<file path="src/rtl/snes_pkg.sv">
`default_nettype none
// ============================================================================
// snes_pkg : button indices, poll FSM states, screen defaults, clamp helper
// Revision : 1.0
// ============================================================================
package snes_pkg;

    localparam int BTN_B      = 0;
    localparam int BTN_Y      = 1;
    localparam int BTN_SELECT = 2;
    localparam int BTN_START  = 3;
    localparam int BTN_UP     = 4;
    localparam int BTN_DOWN   = 5;
    localparam int BTN_LEFT   = 6;
    localparam int BTN_RIGHT  = 7;
    localparam int BTN_A      = 8;
    localparam int BTN_X      = 9;
    localparam int BTN_L      = 10;
    localparam int BTN_R      = 11;

    typedef enum logic [1:0] {
        IDLE   = 2'd0,
        LATCH  = 2'd1,
        SHIFT  = 2'd2,
        UPDATE = 2'd3
    } snes_state_t;

    localparam int DEF_SCREEN_W = 640;
    localparam int DEF_SCREEN_H = 480;

    // Saturate a signed 11-bit coordinate into [0, max_v].
    function automatic logic [9:0] clamp_pos(input logic signed [10:0] v,
                                             input logic [9:0] max_v);
        if (v[10])
            return 10'd0;
        else if (v > $signed({1'b0, max_v}))
            return max_v;
        else
            return v[9:0];
    endfunction

endpackage
`default_nettype wire

</file>
<file path="src/rtl/snes_pad_reader.sv">
`default_nettype none
// ============================================================================
// snes_pad_reader : tick divider, latch/shift sequencing, 16-bit pad capture
// Revision        : 1.0
// ============================================================================
module snes_pad_reader
    import snes_pkg::*;
#(
    parameter int CLK_DIV = 300
) (
    input  logic        clk,
    input  logic        reset,
    input  logic        frame_start,
    input  logic        snes_data,
    output logic        snes_latch,
    output logic        snes_clk,
    output logic        busy,
    output logic [15:0] raw,
    output logic        raw_valid
);

    localparam int DW = (CLK_DIV > 1) ? $clog2(CLK_DIV) : 1;

    snes_state_t   state;
    logic [DW-1:0] div_cnt;
    logic [3:0]    bit_idx;
    logic          phase;
    logic          tick_end;

    assign tick_end = (div_cnt == DW'(CLK_DIV - 1));

    // phase counts the two latch ticks in LATCH, and high/low half-bit in SHIFT.
    always_ff @(posedge clk) begin
        if (reset) begin
            state      <= IDLE;
            div_cnt    <= '0;
            bit_idx    <= 4'd0;
            phase      <= 1'b0;
            raw        <= 16'd0;
            raw_valid  <= 1'b0;
            snes_latch <= 1'b0;
            snes_clk   <= 1'b1;
            busy       <= 1'b0;
        end else begin
            raw_valid <= 1'b0;
            case (state)
                IDLE: begin
                    if (frame_start) begin
                        state      <= LATCH;
                        div_cnt    <= '0;
                        phase      <= 1'b0;
                        snes_latch <= 1'b1;
                        busy       <= 1'b1;
                    end
                end
                LATCH: begin
                    if (tick_end) begin
                        div_cnt <= '0;
                        if (phase) begin
                            state      <= SHIFT;
                            bit_idx    <= 4'd0;
                            phase      <= 1'b0;
                            snes_latch <= 1'b0;
                            snes_clk   <= 1'b1;
                        end else begin
                            phase <= 1'b1;
                        end
                    end else begin
                        div_cnt <= div_cnt + DW'(1);
                    end
                end
                SHIFT: begin
                    if (tick_end) begin
                        div_cnt <= '0;
                        if (!phase) begin
                            raw[bit_idx] <= snes_data;
                            phase        <= 1'b1;
                            snes_clk     <= 1'b0;
                        end else begin
                            phase    <= 1'b0;
                            snes_clk <= 1'b1;
                            if (bit_idx == 4'd15) begin
                                state     <= UPDATE;
                                raw_valid <= 1'b1;
                            end else begin
                                bit_idx <= bit_idx + 4'd1;
                            end
                        end
                    end else begin
                        div_cnt <= div_cnt + DW'(1);
                    end
                end
                UPDATE: begin
                    state <= IDLE;
                    busy  <= 1'b0;
                end
                default: begin
                    state <= IDLE;
                    busy  <= 1'b0;
                end
            endcase
        end
    end

endmodule
`default_nettype wire

</file>
<file path="src/rtl/sprite_move_controller.sv">
`default_nettype none
// ============================================================================
// sprite_move_controller : per-frame SNES pad poll and clamped sprite movement
// Revision               : 1.0
// ============================================================================
module sprite_move_controller
    import snes_pkg::*;
#(
    parameter int SPRITE_W = 16,
    parameter int SPRITE_H = 16,
    parameter int SCREEN_W = DEF_SCREEN_W,
    parameter int SCREEN_H = DEF_SCREEN_H,
    parameter int STEP     = 4,
    parameter int CLK_DIV  = 300
) (
    input  logic        clk,
    input  logic        reset,
    input  logic        frame_start,
    input  logic        snes_data,
    output logic        snes_latch,
    output logic        snes_clk,
    output logic [11:0] buttons,
    output logic        pad_present,
    output logic [9:0]  col_out,
    output logic [9:0]  row_out,
    output logic        busy
);

    localparam logic [9:0]        COL_MAX    = 10'(SCREEN_W - SPRITE_W);
    localparam logic [9:0]        ROW_MAX    = 10'(SCREEN_H - SPRITE_H);
    localparam logic [9:0]        COL_CENTER = 10'((SCREEN_W - SPRITE_W) / 2);
    localparam logic [9:0]        ROW_CENTER = 10'((SCREEN_H - SPRITE_H) / 2);
    localparam logic signed [10:0] STEP_S    = 11'(STEP);

    logic [15:0]        raw;
    logic               raw_valid;
    logic [11:0]        btn_n;
    logic               present_n;
    logic signed [10:0] dx;
    logic signed [10:0] dy;
    logic [9:0]         col_next;
    logic [9:0]         row_next;

    snes_pad_reader #(
        .CLK_DIV (CLK_DIV)
    ) u_reader (
        .clk         (clk),
        .reset       (reset),
        .frame_start (frame_start),
        .snes_data   (snes_data),
        .snes_latch  (snes_latch),
        .snes_clk    (snes_clk),
        .busy        (busy),
        .raw         (raw),
        .raw_valid   (raw_valid)
    );

    // Opposing directions on one axis cancel; each axis moves independently.
    always_comb begin
        btn_n     = ~raw[11:0];
        present_n = (raw[15:12] == 4'b1111);
        dx        = 11'sd0;
        dy        = 11'sd0;
        if (btn_n[BTN_UP] && !btn_n[BTN_DOWN])
            dy = -STEP_S;
        else if (btn_n[BTN_DOWN] && !btn_n[BTN_UP])
            dy = STEP_S;
        if (btn_n[BTN_LEFT] && !btn_n[BTN_RIGHT])
            dx = -STEP_S;
        else if (btn_n[BTN_RIGHT] && !btn_n[BTN_LEFT])
            dx = STEP_S;
        col_next = clamp_pos($signed({1'b0, col_out}) + dx, COL_MAX);
        row_next = clamp_pos($signed({1'b0, row_out}) + dy, ROW_MAX);
    end

    always_ff @(posedge clk) begin
        if (reset) begin
            buttons     <= 12'd0;
            pad_present <= 1'b0;
            col_out     <= COL_CENTER;
            row_out     <= ROW_CENTER;
        end else if (raw_valid) begin
            pad_present <= present_n;
            if (!present_n) begin
                buttons <= 12'd0;
            end else begin
                buttons <= btn_n;
                if (btn_n[BTN_START]) begin
                    col_out <= COL_CENTER;
                    row_out <= ROW_CENTER;
                end else begin
                    col_out <= col_next;
                    row_out <= row_next;
                end
            end
        end
    end

endmodule
`default_nettype wire

</file>
<file path="config.mk">
export PLATFORM = sky130hd
export DESIGN_NAME = sprite_move_controller
export DESIGN_NICKNAME = d
export VERILOG_FILES = /design/src/rtl/snes_pkg.sv /design/src/rtl/snes_pad_reader.sv /design/src/rtl/sprite_move_controller.sv
export SDC_FILE = /design/constraint.sdc
export NUM_CORES = 1
export LEC_CHECK = 0
export CAP_MARGIN = 20
export CORE_MARGIN = 10
export CORE_UTILIZATION = 58
export DETAILED_ROUTE_END_ITERATION = 7
export PLACE_DENSITY = 0.78
export RECOVER_POWER = 50
export SYNTH_ARGS = -nofsm -noshare
export SYNTH_HDL_FRONTEND = slang
export SYNTH_SLANG_ARGS = --single-unit
</file>
<file path="constraint.sdc">
create_clock -name clk -period 3.5 [get_ports clk]
set_input_delay 0.525 -clock clk [delete_from_list [all_inputs] [get_ports clk]]
set_output_delay 0.525 -clock clk [all_outputs]
set_load 0.1 [all_outputs]
</file>
==> results.cfg <==
[power_and_ir_drop]
power_density_nw_per_um2 = 399
vdd_drop_max_v = 0.000412
combPwrFrac = 0.183
switching_share = 0.310
internal_power_mw = 1.26
total_power_mw = 1.83
pwr-share-clk = 0.386
p_sw_mw = 0.566
p_leak_nw = 1.75
seqPwrFrac = 0.431

[detailed_routing]
vias = 3791
drt-total-wl_um = 9360
route.detailed.drc = 0
detail_route.wl_per_cell_um = 14.5
vias_per_cell = 5.87
ant_nets = 0
drt_iter0_drc = 134
drtPass1Iterations = 4

[clocking]
clk_path_buf_depth = 2
cts-buffers-inserted = 9
htreeDepth = 3
clk_pin_slew_ns = 0.07
postCtsSetupBuffers = 0
cts.sinks = 65
cts_root_buffer = clkbuf_8
ctsHoldBuffers = 0
cts_tree = built
cts_resized = 0
insertion_delay_ns = 0.35

[sta]
skew_ns = 0.00494
timing.final.crit_period_ns = 3.03
setup_viol_count_final = 0
setup_tns_ns = 0
final-hold-violation-count = 0
holdWs_ns = 0.468
rsz0062_at_grt = false
worst_pin_slew_ns = 1.17
post-route-period-util = 0.866
clock.fmax_ghz = 0.330
maxSlewViolCount = 0
maxSlewHeadroom = 0.224

[cells_and_area]
multiInputGateArea_um2 = 2550
finalNonFillerCells = 646
area_growth_syn_to_layout_pct = 12.3
layout.nets = 569
antennaDiodeCount = 0
layout-drive-gt1-share = 0.0582
regArea_um2 = 1300
post-route-util = 0.671
fillCellCount = 610

[floorplan]
die_area_um2 = 10800
dieWidth_um = 104
rows = 30
start_util = 0.598
io_pins = 40
chipHeight_um = 104
core_um2 = 6830

[synthesis]
async_flop_share = 0
syn-cell-area_um2 = 4080
syn_avg_cell_area_um2 = 7.69
synth_top_family_by_area = simple AND/OR/NAND/NOR gates
synth-edff-count = 0
yosysWarningCount = 0
synth_xor_area_frac = 0.0512
synthMuxAreaShare = 0.0248
synth-seq-cells = 65
synthCells = 531
synth_compound_area_frac = 0.218
yosys.area_share.adder = 0.0582
synth_simple_gate_area_share = 0.270
seq_area_frac_synth = 0.319
synthFlopType = dfxtp_1
yosys.cell_types.count = 68

[grt]
grt_overflow_total = 0
antenna_found_initial = 0
grt_pass1_vias = 3473
grt_max_degree = 50
grt_pass1_wl_um = 15900
grt_usage = 0.170

[setup_path]
arrival_ns = 3.28
crit_path_end_kind = flip-flop
r2r_start = u_reader.raw[6]
r2r_slack_ns = 0.47
cp_max_fo = 7
critPathCapture = col_out[2]
crit_start = u_reader.raw[6]
reg2reg_depth = 12
r2r-end = col_out[2]
worstSetupPathType = reg -> reg
start_kind = flip-flop
critical_path_required_ns = 3.75

[min_path]
worst_hold_path_type = reg -> reg

[placement]
place_congestion = 0.894
dp_cells = 631
io_buffers = 35
dp_hpwl_um = 6710

[run_status]
status = completed

[job]
cap_violations = 0
## layout make-up
class	count	share of cell area
multi-input cells	416	0.557
flip-flops and latches	65	0.284
repair buffers	39	0.0734
clock buffers	9	0.0270
well taps	96	0.0262
clock inverters	6	0.0202
inverters	15	0.0123
## power groups by stage
stage / logic, mW / clock network [mW] / registers (mW)
floorplan: 0.214 / 0 / 0.856
global placement: 0.328 / 0 / 0.801
detailed placement: 0.336 / 0 / 0.804
CTS: 0.336 / 0.716 / 0.787
global route: 0.375 / 0.749 / 0.790
finish: 0.334 / 0.706 / 0.787
## layer usage
layer,share of wire,up-vias,track usage
met3,0.041,11,0.0446
met4,0.011,0,0.0487
li1,-,1928,-
met1,0.46,1772,0.202
met2,0.49,80,0.293
met5,0,-,0
## worst min path at each step
stage	start	end	slack [ns]	cells after the start
final	pad_present	pad_present	0.47	2
after global routing	pad_present	pad_present	0.49	2
after detailed placement	pad_present	pad_present	0.46	2
after CTS	u_reader.raw[12]	u_reader.raw[12]	0.48	2
after floorplan	u_reader.raw[12]	u_reader.raw[12]	0.45	2
after global placement	u_reader.raw[13]	u_reader.raw[13]	0.46	2
## synthesized netlist by cell type, drive strengths merged (3+ instances only)
cell type,n,area share
nor2b,9,0.014
nor4,3,0.0061
o311ai,3,0.0064
nor3,14,0.017
a21o,6,0.011
nand3,16,0.021
o31ai,5,0.0092
or4,3,0.0064
a22o,5,0.011
mux2i,9,0.022
nor3b,5,0.010
a32o,3,0.0074
nand2,44,0.040
nand4,11,0.017
o211ai,4,0.0086
ha,19,0.058
xnor2,11,0.024
dfxtp,65,0.32
nand2b,7,0.011
clkbuf,21,0.019
nand3b,5,0.0092
and3,6,0.0092
xor2,12,0.028
inv,15,0.014
buf,17,0.025
a22oi,8,0.015
a211oi,4,0.0074
a21oi,48,0.059
or2,7,0.011
nor2,78,0.072
o21ai,33,0.040
## metrics by stage
stage	cell area, um2	worst slack [ns]
2_1_floorplan	4090	0.184
3_3_place_gp	4390	0.558
3_5_place_dp	4390	0.485
4_1_cts	4610	0.472
5_1_grt	4580	0.232
6_report	4580	0.468
## layout by cell type, fill, tap and decap left out, drive strengths merged, types with 3 or more instances in the layout
cell           instances
a22o                   5
or2                    7
nor2                  78
conb                   4
clkbuf                16
nor4                   3
nand2b                 7
nor3b                  5
clkdlybuf4s50         14
xnor2                 11
or4                    3
ha                    19
nand3                 16
nand4                 11
nand2                 44
buf                    4
o211ai                 4
nor2b                  9
inv                   16
o21ai                 33
mux2i                  9
o31ai                  5
xor2                  12
o311ai                 3
a211oi                 4
a21o                   6
dfxtp                 65
a21oi                 48
nor3                  14
a32o                   3
a22oi                  8
and3                   6
dlygate4sd3           14
nand3b                 5
## kinds of logic (layout without fill, tap and decap cells)
group	Yosys count	after routing
adders and majority gates	19	19
AOI/OAI and AO/OA	140	140
and+or+nand+nor	220	220
xor gates and xnor gates	23	23
other	1	4
buffers and inverters	53	69
DFF	65	65
muxes	10	10
## sequential cells by signal (all words and copies together) (netlist names)
name and count:
u_reader.raw 16, buttons 12, u_reader.div_cnt 9, col_out 8
row_out 8, u_reader.bit_idx 4, u_reader.state 2, pad_present 1
u_reader.busy 1, u_reader.phase 1, u_reader.raw_valid 1, u_reader.snes_clk 1
u_reader.snes_latch 1
## critical path, cell delays in order (launching register included)
cell and delay [ns]:
dfxtp_1 0.33, inv_1 0.07, ha_1 0.29, inv_1 0.05, ha_1 0.27, ha_1 0.28
nor4_1 0.09, or4_4 0.53, o31a_1 0.32, a31o_1 0.23, nand3_2 0.10, o211ai_2 0.10
a32o_1 0.27
Power figures use the tool's default switching activity.
==> RTL edit (same flow settings) <==
`CLK_DIV` is set to 300 in 2 places; all go to 150.
--- a/src/rtl/snes_pad_reader.sv
+++ b/src/rtl/snes_pad_reader.sv
@@ -8,3 +8,3 @@
 #(
-    parameter int CLK_DIV = 300
+    parameter int CLK_DIV = 150
 ) (
--- a/src/rtl/sprite_move_controller.sv
+++ b/src/rtl/sprite_move_controller.sv
@@ -13,3 +13,3 @@
     parameter int STEP     = 4,
-    parameter int CLK_DIV  = 300
+    parameter int CLK_DIV  = 150
 ) (
Check against the original RTL: no difference found for any inputs over 10 cycles, from zero or initial values and one cycle with reset high; that may be too few to reach the edited logic, so the function may still have changed.
==> RTL edit against the unedited design <==
The flow now finishes with violations (capacitance limit, slew limit). Cell area down 2.3%. Die area down 2.1%. Critical path depth is the same. Via count down 2.3%. Worst setup slack got worse by 0.19 ns. Largest power group unchanged. Highest routed layer unchanged. Synthesized area shrank 2.6%. Utilization decreased by 0.48 points. Fmax shrank 5.8%. Sequential cell count is 1 lower. Total power up 2.9%. Count of clock-buffer cells in the layout did not move. Combinational power is 1% higher. Routed wire length fell by 0.98%. First-iteration DRC count rose by 81%.
==> RTL edit: results (changes against the unedited design) <==
Status
  – Status: finished, violations left
  – Failing checks: capacitance limit, slew limit

Layout
  – Final net count: 557 (-2.1%)
  – Share of cells above drive strength 1: 5.95% (+0.13 points)
  – Biggest regs: u_reader.raw: 16 flops, buttons: 12 flops

Yosys
  – Proportion of synthesized chip area in sequential cells: 32.2% (+0.35 points)
  – Count of cell types in the netlist: 69 (+1.5%)
  – Synth top area cells: sky130_fd_sc_hd__dfxtp_1 (32%), sky130_fd_sc_hd__ha_1 (6.3%), sky130_fd_sc_hd__a21oi_1 (6.2%), sky130_fd_sc_hd__nor2_1 (6.1%), sky130_fd_sc_hd__o21ai_0 (4.7%)
  – Area share of the largest cell type after synthesis: 32.2% (+0.35 points)
  – Most used standard cells in the synthesized netlist: sky130_fd_sc_hd__nor2_1 (65), sky130_fd_sc_hd__dfxtp_1 (64), sky130_fd_sc_hd__a21oi_1 (49)

Timing
  – Timing-limited maximum frequency: 311 MHz (-5.8%)
  – Clock skew after layout: 0.0106 ns (+0.00570 ns)
  – Count of pins over their slew limit: 60 (+60)
  – Transition time at the pin with the least slew margin: 2.51 ns (+1.34 ns)

Place
  – Worst slack, placed: 0.321 ns (-0.164 ns)
  – Instance area after placement: 4270 µm² (-2.8%)
  – HPWL reported at the end of detailed placement: 6550 µm (-2.4%)

Global route
  – Total GRT Usage: 18.0% (+0.97 points)
  – Via count of the first global-routing pass: 3375 (-2.8%)
  – Wire length of the first global-routing pass: 15800 µm (-0.87%)
  – Largest net degree at the start of global routing: 60 (+20%)

Power and ir drop
  – Max rail drop VDD: 0.450 mV (+9.2%)
  – LEAKAGE: 1.69 nW (-3.9%)

Detailed routing
  – Routed wire length per instance: 15.0 µm (+3.5%)
  – Number of violations reported at the end of detailed-routing iteration 0: 243 (+81%)
  – Via count: 3702 (-2.3%)

Critical path
  – Worst setup path endpoint: col_out[7]
  – Register-to-register path setup slack: 0.28 ns (-0.19 ns)
  – Critical path arrival: 3.34 ns (+0.06 ns)
  – Gate family responsible for the most delay along the worst path: simple AND/OR/NAND/NOR gates

Flow run
  – # Max-Cap Violations: 1 (+1)

Hold path
  – Kind of path behind the tightest hold check: reg -> reg
RTL edit: power by group:
| part | switching [mW] | internal, mW | total, mW |
|---|---|---|---|
| combinational | 0.238 | 0.100 | 0.338 |
| clock | 0.295 | 0.474 | 0.769 |
| sequential | 0.0209 | 0.751 | 0.772 |
RTL edit: final cells by class:
type                       instances  area (µm²)
timing repair buffer              39         327
tap                               80         100
multi-input combinational        401        2460
sequential                        64        1280
inverter                          18        67.6
fill                             574        2240
clock inverter                     7         120
clock buffer                       9         124
RTL edit: worst min path at each step:
stage / from / endpoint / depth (start not counted)
after floorplan: u_reader.raw[15] / u_reader.raw[15] / 2
after global placement: pad_present / pad_present / 2
after detailed placement: pad_present / pad_present / 2
after CTS: pad_present / pad_present / 2
after global routing: pad_present / pad_present / 2
final: pad_present / pad_present / 2
RTL edit: tightest hold or removal path: cells and delay by family, from the launching register on:
| kind | cells | cell delay [ns] |
|---|---|---|
| flip-flops | 1 | 0.31 |
| AND/OR/NAND/NOR | 1 | 0.05 |
| AO/OA/AOI/OAI | 1 | 0.05 |
RTL edit: metal layers:
layer | GRT usage (%) | vias to the layer above | wire [µm]
met5 | 0 | - | 0
met4 | 5.35 | 0 | 104
met3 | 4.96 | 9 | 601
met2 | 28.9 | 99 | 4380
met1 | 23.0 | 1723 | 4180
li1 | - | 1871 | -
RTL edit: kinds of logic after synthesis:
logic type      Yosys count  share of synthesized area, %
other cells               1                        0.0943
mux                       8                          2.05
buf+inv                  56                          6.14
xor+xnor                 21                          4.63
compound gates          146                          22.9
simple gates            202                          25.6
fa+ha+maj                20                          6.29
flops                    64                          32.2
RTL edit: metrics by stage:
stage,std cells,hold WS [ns],utilization (%)
3_5_place_dp,602,0.455,63.5
2_1_floorplan,521,0.449,-
5_1_grt,618,0.497,66.6
3_3_place_gp,602,0.442,63.5
4_1_cts,618,0.465,67.2
6_report,618,0.454,66.6
